==> config.mk <==
export PLATFORM = sky130hd
export DESIGN_NAME = rt_lim_array_shift_ctrl
export DESIGN_NICKNAME = d
export VERILOG_FILES = /design/src/rtl/rt_lim_array_shift_ctrl.sv
export SDC_FILE = /design/constraint.sdc
export NUM_CORES = 1
export LEC_CHECK = 0
export CAP_MARGIN = 20
export CORE_MARGIN = 2
export CORE_UTILIZATION = 52
export DETAILED_ROUTE_END_ITERATION = 10
export GPL_ROUTABILITY_DRIVEN = 0
export PLACE_DENSITY_LB_ADDON = 0.12
export REMOVE_ABC_BUFFERS = 1
export SYNTH_ARGS = -nofsm -noshare
export SYNTH_HDL_FRONTEND = slang
export SYNTH_SLANG_ARGS = --single-unit
==> constraint.sdc <==
create_clock -name clk_i -period 27.1 [get_ports clk_i]
set_clock_uncertainty 0.2 [all_clocks]
set_input_delay 4.065 -clock clk_i [delete_from_list [all_inputs] [get_ports clk_i]]
set_output_delay 4.065 -clock clk_i [all_outputs]
set_load 0.01 [all_outputs]
==> src/rtl/rt_lim_array_shift_ctrl.sv <==
// Clocked racetrack LiM array: shared shift-alignment controller, valid/ready
// request/response handshake and a per-array LiM program register.
module rt_lim_array_shift_ctrl #(
    parameter int unsigned NR    = 4,
    parameter int unsigned NB    = 32,
    parameter int unsigned NP    = 8,
    parameter int unsigned AW    = $clog2(NB),
    parameter int unsigned CNT_W = 32,
    localparam int unsigned NSP  = NB / NP,
    localparam int unsigned PW   = (NSP > 1) ? $clog2(NSP) : 1
) (
    input  logic             clk_i,
    input  logic             rst_i,
    input  logic             req_valid_i,
    output logic             req_ready_o,
    input  logic [2:0]       req_op_i,
    input  logic [AW-1:0]    req_addr_i,
    input  logic [NR-1:0]    req_wdata_i,
    output logic             rsp_valid_o,
    input  logic             rsp_ready_i,
    output logic [NR-1:0]    rsp_data_o,
    output logic             rsp_err_o,
    output logic             shift_pulse_o,
    output logic             shift_dir_o,
    output logic [PW-1:0]    pos_o,
    output logic [CNT_W-1:0] shift_cnt_o
);

    localparam int unsigned IW = (NB > 1) ? $clog2(NB) : 1;

    typedef enum logic [1:0] {IDLE, SHIFT, ACCESS, RESP} state_e;
    typedef enum logic [2:0] {
        OP_RD_DATA = 3'd0,
        OP_RD_LIM  = 3'd1,
        OP_WR_DATA = 3'd2,
        OP_WR_MASK = 3'd3,
        OP_WR_PROG = 3'd4
    } op_e;

    if (NB % NP != 0) begin : g_geom_check
        $error("NB must be a multiple of NP");
    end

    state_e           state_q, state_d;
    op_e              op_q;
    logic [IW-1:0]    addr_q;
    logic [NR-1:0]    wdata_q;
    logic [PW-1:0]    tgt_q;
    logic             err_q;
    logic [NR-1:0]    rsp_data_q;
    logic [PW-1:0]    pos_q;
    logic [CNT_W-1:0] cnt_q;
    logic [1:0]       prog_q;
    logic [NR-1:0]    data_mem [NB];
    logic [NR-1:0]    mask_mem [NB];

    logic             req_bad;
    logic [PW-1:0]    req_off;
    logic             shift_up;
    logic [PW-1:0]    pos_step;
    logic [NR-1:0]    lim_res;

    always_comb begin
        req_bad  = (req_op_i > 3'd4) ||
                   ((req_op_i != OP_WR_PROG) && ({1'b0, req_addr_i} >= (AW+1)'(NB)));
        req_off  = PW'({1'b0, req_addr_i} % (AW+1)'(NSP));
        shift_up = tgt_q > pos_q;
        pos_step = shift_up ? pos_q + PW'(1) : pos_q - PW'(1);
    end

    always_comb begin
        unique case (prog_q)
            2'd0:    lim_res = data_mem[addr_q] & mask_mem[addr_q];
            2'd1:    lim_res = data_mem[addr_q] | mask_mem[addr_q];
            2'd2:    lim_res = data_mem[addr_q] ^ mask_mem[addr_q];
            default: lim_res = ~(data_mem[addr_q] & mask_mem[addr_q]);
        endcase
    end

    always_ff @(posedge clk_i or posedge rst_i) begin
        if (rst_i) state_q <= IDLE;
        else       state_q <= state_d;
    end

    always_comb begin
        state_d       = state_q;
        req_ready_o   = 1'b0;
        rsp_valid_o   = 1'b0;
        rsp_data_o    = '0;
        rsp_err_o     = 1'b0;
        shift_pulse_o = 1'b0;
        shift_dir_o   = 1'b0;
        unique case (state_q)
            IDLE: begin
                req_ready_o = 1'b1;
                if (req_valid_i) begin
                    if (req_bad)
                        state_d = RESP;
                    else if (req_op_i == OP_WR_PROG || req_off == pos_q)
                        state_d = ACCESS;
                    else
                        state_d = SHIFT;
                end
            end
            SHIFT: begin
                shift_pulse_o = 1'b1;
                shift_dir_o   = shift_up;
                if (pos_step == tgt_q) state_d = ACCESS;
            end
            ACCESS: state_d = RESP;
            RESP: begin
                rsp_valid_o = 1'b1;
                rsp_data_o  = rsp_data_q;
                rsp_err_o   = err_q;
                if (rsp_ready_i) state_d = IDLE;
            end
            default: state_d = IDLE;
        endcase
    end

    always_ff @(posedge clk_i or posedge rst_i) begin
        if (rst_i) begin
            op_q       <= OP_RD_DATA;
            addr_q     <= '0;
            wdata_q    <= '0;
            tgt_q      <= '0;
            err_q      <= 1'b0;
            rsp_data_q <= '0;
            pos_q      <= '0;
            cnt_q      <= '0;
            prog_q     <= '0;
            for (int unsigned i = 0; i < NB; i++) begin
                data_mem[i] <= '0;
                mask_mem[i] <= '0;
            end
        end else begin
            unique case (state_q)
                IDLE: if (req_valid_i) begin
                    op_q       <= op_e'(req_op_i);
                    addr_q     <= req_addr_i[IW-1:0];
                    wdata_q    <= req_wdata_i;
                    err_q      <= req_bad;
                    rsp_data_q <= '0;
                    // WR_PROG targets the current alignment so it never shifts
                    tgt_q      <= (req_op_i == OP_WR_PROG) ? pos_q : req_off;
                end
                SHIFT: begin
                    pos_q <= pos_step;
                    if (cnt_q != '1) cnt_q <= cnt_q + CNT_W'(1);
                end
                ACCESS: begin
                    unique case (op_q)
                        OP_RD_DATA: rsp_data_q <= data_mem[addr_q];
                        OP_RD_LIM:  rsp_data_q <= lim_res;
                        OP_WR_DATA: data_mem[addr_q] <= wdata_q;
                        OP_WR_MASK: mask_mem[addr_q] <= wdata_q;
                        OP_WR_PROG: prog_q <= wdata_q[1:0];
                        default: ;
                    endcase
                end
                default: ;
            endcase
        end
    end

    assign pos_o       = pos_q;
    assign shift_cnt_o = cnt_q;

endmodule

Word level (Yosys, flattened, before mapping)
Index checks and enable logic that the tools add are counted.
{ "totals": {"reg_bits": 313, "in_bits": 16, "output_inout_bits": 43, "elab_cells": 144} }
{ "op_classes": {"n_addsub": 3, "magnitude_cmp": 4, "eq_ne": 17, "n_mux": 28, "n_bitwise": 5, "n_reduce_logical": 13} }
{ "ops": {"columns": ["operator", "n"], "rows": [
  ["bitwise mux 128 bit", 2],
  ["binary-select mux 4 bit (select 5 bit)", 2],
  ["adder 32 x 1 -> 32 bit (second input constant)", 1],
  ["inequality test 32 bit (second input constant)", 1],
  ["two-way mux 4 bit", 7],
  ["demux 4 bit (select 5 bit)", 1],
  ["one-hot mux 4 bit (2 select lines)", 2],
  ["two-way mux 2 bit", 7],
  ["one-hot mux 4 bit (3 select lines)", 1],
  ["AND reduction 2 bit", 5],
  ["one-hot mux 2 bit (4 select lines)", 1],
  ["equality test 2 bit (second input constant)", 3],
  ["equality test 3 x 2 -> 1 bit (second input constant)", 2],
  ["equality test 3 bit (second input constant)", 2],
  [">= comparator 6 bit (second input constant)", 1],
  ["< comparator 6 x 1 -> 1 bit (second input constant)", 1],
  ["inequality test 2 bit (second input constant)", 3],
  ["NOT 5 -> 6 bit", 1],
  ["AND reduction 3 bit", 2],
  ["two-way mux 1 bit", 5],
  ["AND 4 bit", 1],
  ["equality test 2 x 1 -> 1 bit (second input constant)", 2],
  ["equality test 2 bit", 2],
  ["zero test 2 bit", 2],
  ["other kinds (13)", 13]
]} }

Depth between registers and ports, before layout
{ "logic_depth": {"word_depth": 9, "mapped_depth": 13, "mapped_depth_nobuf": 11} }

Least setup slack after synthesis
Ideal clock, no wire load.
{ "synth_path": {"path_kind": "register to output", "from": "register pos_q[1], in the netlist pos_o[1]", "to": "output shift_dir_o", "t_arrival_ns": 1.452, "required_time_ns": 22.835, "setup_slack_ns": 21.383, "path_stages_with_launch": 7, "path_buffers": 1, "cell_sequence": "dfrtp_1 -> clkbuf_1 -> inv_1 -> ha_1 -> nor2b_1 -> o21ai_0 -> nor2_1"} }
{ "synth_between": {"elab_chain_cells": 2} }
{ "synth_lines": {"columns": ["item", "line", "text"], "rows": [
  ["start: declaration", "51", "logic [PW-1:0] pos_q;"],
  ["start signal: assignment", "148", "pos_q <= pos_step;"],
  ["> comparator 2 bit", "67", "shift_up = tgt_q > pos_q;"],
  ["two-way mux 1 bit", "93", "unique case (state_q)"],
  ["end: declaration", "24", "output logic shift_dir_o,"]
]} }
No other way between the ends.

Final worst setup path
Ends and elaborated chain as after synthesis.

==> metrics <==
Synth async-reset ratio=100%; Warnings, synthesis=0; Yosys reg bits=313; PortBufs=58; Tmin final=6680 ps; WS Path Type=register to output port; Fmax=0.150 GHz; All-Layer GR Usage=22.8%; Worst EP required=22840 ps; TNS Setup=0 ps; DR WL/cell=21.2 um; Logic pwr share=29.2%; Yosys cell types=60; P_leak=8.01 nW; H-tree Lvls=2; row cnt=62; slowest CP cell=clkdlybuf4s50_1; clock power share=28.6%; DIE WIDTH=175 um; sequential-to-total area share from yosys stat=51.8%; most instantiated library cell after synthesis=dfrtp_1; CTS tree=yes; Commonest cells post-synth=313 x dfrtp_1, 266 x mux2_2, 72 x mux2i_1, 61 x nand2_1, 47 x nor2_1; hpwl dp=21700 um; crit-path cells=inv_1 -> ha_1 -> nor2b_1 -> o21ai_0 -> nor2_1 -> clkdlybuf4s50_1; RSZ-0062 raised after global routing=false; # IOs=59; DRT Pass-1 Iters=5; Slew Viols, Final=0; internal power=1.06 mW; wire length of the first global-routing pass=54800 um; Core Box Area=0.0287 mm^2; synthesis-to-finish area growth=12.8%; Final Hold Vio Count=0; Final nets=1203; post-synth top area share=51.8%; initial antenna violation count=0; largest net degree at the start of global routing=180; share of cells above drive strength 1=32.6%; synth top area cells=dfrtp_1 52%, mux2_2 20%, mux2i_1 4.8%; nature of the critical path endpoint=output port; vias post-DR=9226; final setup margin=20420 ps; drt drc=0; vias in the first global route=9603; VDD IR max=58.3 uV; Post-DRT Antenna Nets=0; clock insertion delay at the later pin of the skew report=520 ps; GR Overflow Total=0; Critical Path Start Type=register; cts bufs inserted=36; CTS Hold Bufs=0; # Post-CTS Setup Buffers=0; status=finished, final reports clean; clock-pin slew on the worst setup and hold paths=60 ps; CTS sink cnt=313; Power Total=1.61 mW; HP Class=register to register; sequential group share of total power=42.2%; Avg Cell Area, Syn=13.3 um^2; Chip Height=175 um; worst relative slew slack=29.1%; largest stage delay on the critical path=550 ps; Via density=5.84; clk root buf=clkbuf_16; Setup WS pre-CTS=20620 ps; post-synth top area cell=dfrtp_1; CP max FO=6; Clock Path Buffers=3; Syn Inst Count=1135; WL final=33400 um; final core occ=59.4%; Tcrit/Tclk final=24.7%; power per cell area=94.2 mW/mm^2; post-CTS resize count=0; design area=0.0171 mm^2; Initial DRC Count=722; die area=0.0305 mm^2; Mapped Area=0.0151 mm^2; ys flop type=dfrtp_1; dpl cell area=0.0159 mm^2; number of enable flip-flop cells after synthesis=0; n_diodes=0; maxcap violations=0; Switch Pwr=0.543 mW; Final setup viols=0; Initial Util=52.7%; worst path arrival time=2420 ps; Worst Tran Pin Value=1060 ps; Switching Fraction=33.8%
-- critical path: cells and delay by family, from the launching register on --
| family | cells | cell delay [ps] |
|---|---|---|
| buffers and inverters | 2 | 630 |
| adder cells (fa/ha/maj) | 1 | 320 |
| flip-flops | 1 | 490 |
| AND/OR/NAND/NOR | 2 | 330 |
| AO/OA/AOI/OAI | 1 | 150 |
-- power groups by stage --
stage	clock network [mW]	registers (mW)	logic [mW]
after global placement	0	0.682	0.464
after global routing	0.491	0.697	0.508
after floorplan	0	0.705	0.295
after CTS	0.470	0.679	0.473
final	0.460	0.678	0.469
after detailed placement	0	0.686	0.471
-- sequential cells by signal, indices dropped and copies added, names as in the netlist --
register	cells
tgt_q	2
addr_q	5
rsp_data_q	4
wdata_q	4
op_q	3
prog_q	2
data_mem	128
state_q	2
shift_cnt_o	32
err_q	1
pos_o	2
mask_mem	128
-- worst paths after layout --
kind                            slack (ps)       startpoint  depth (start not counted)         endpoint
worst max-delay path                 20420         pos_o[1]                          6      shift_dir_o
worst min-delay path                   290  shift_cnt_o[24]                          1  shift_cnt_o[24]
worst max register to register       22570        addr_q[1]                          9    rsp_data_q[0]
worst min register to register         290  shift_cnt_o[24]                          1  shift_cnt_o[24]
max in group asynchronous            21070            rst_i                          3     data_mem[57]
min in group asynchronous             3980            rst_i                          2  shift_cnt_o[23]
-- per-stage QoR --
step           hold WS, ps  cells
4_1_cts                297   1580
6_report               290   1580
5_1_grt                301   1580
3_5_place_dp           283   1518
3_3_place_gp           270   1518
2_1_floorplan          242   1068
-- cells by family after synthesis --
kind of cell	after synthesis	share of synthesized area [%]
flops	313	51.8
buf+inv	91	2.85
simple gates	226	8.47
xor+xnor	36	2.18
mux	375	29.7
compound gates	79	3.76
fa+ha+maj	15	1.24
-- per-layer routing --
metal  global-route usage (%)  vias up  part of all wire, %
li1                         -     4223                    -
met1                     32.5     4799                   46
met2                     37.1      151                   48
met3                     2.95       53                  3.3
met4                     6.11        0                  2.2
met5                        0        -                    0
-- layout make-up --
type,count,area (um^2)
fillers,2358,11600
flip-flops and latches,313,7840
multi-input cells,731,6860
clock buffers,55,1070
repair buffers,66,653
well taps,384,480
inverters,24,97.6
clock inverters,7,47.5
-- layout by cell type, fill, tap and decap left out, types with 11 or more instances in the layout --
cell / n
ha_1: 15
mux2i_1: 72
and3_1: 11
inv_1: 21
mux2_2: 266
o22ai_1: 34
nor2_1: 47
nand3_1: 14
mux4_2: 32
xnor2_1: 19
nand2_1: 61
xor2_1: 16
dfrtp_1: 307
clkbuf_16: 37
clkdlybuf4s50_1: 58
No activity file was read; power rests on OpenSTA's default activity.
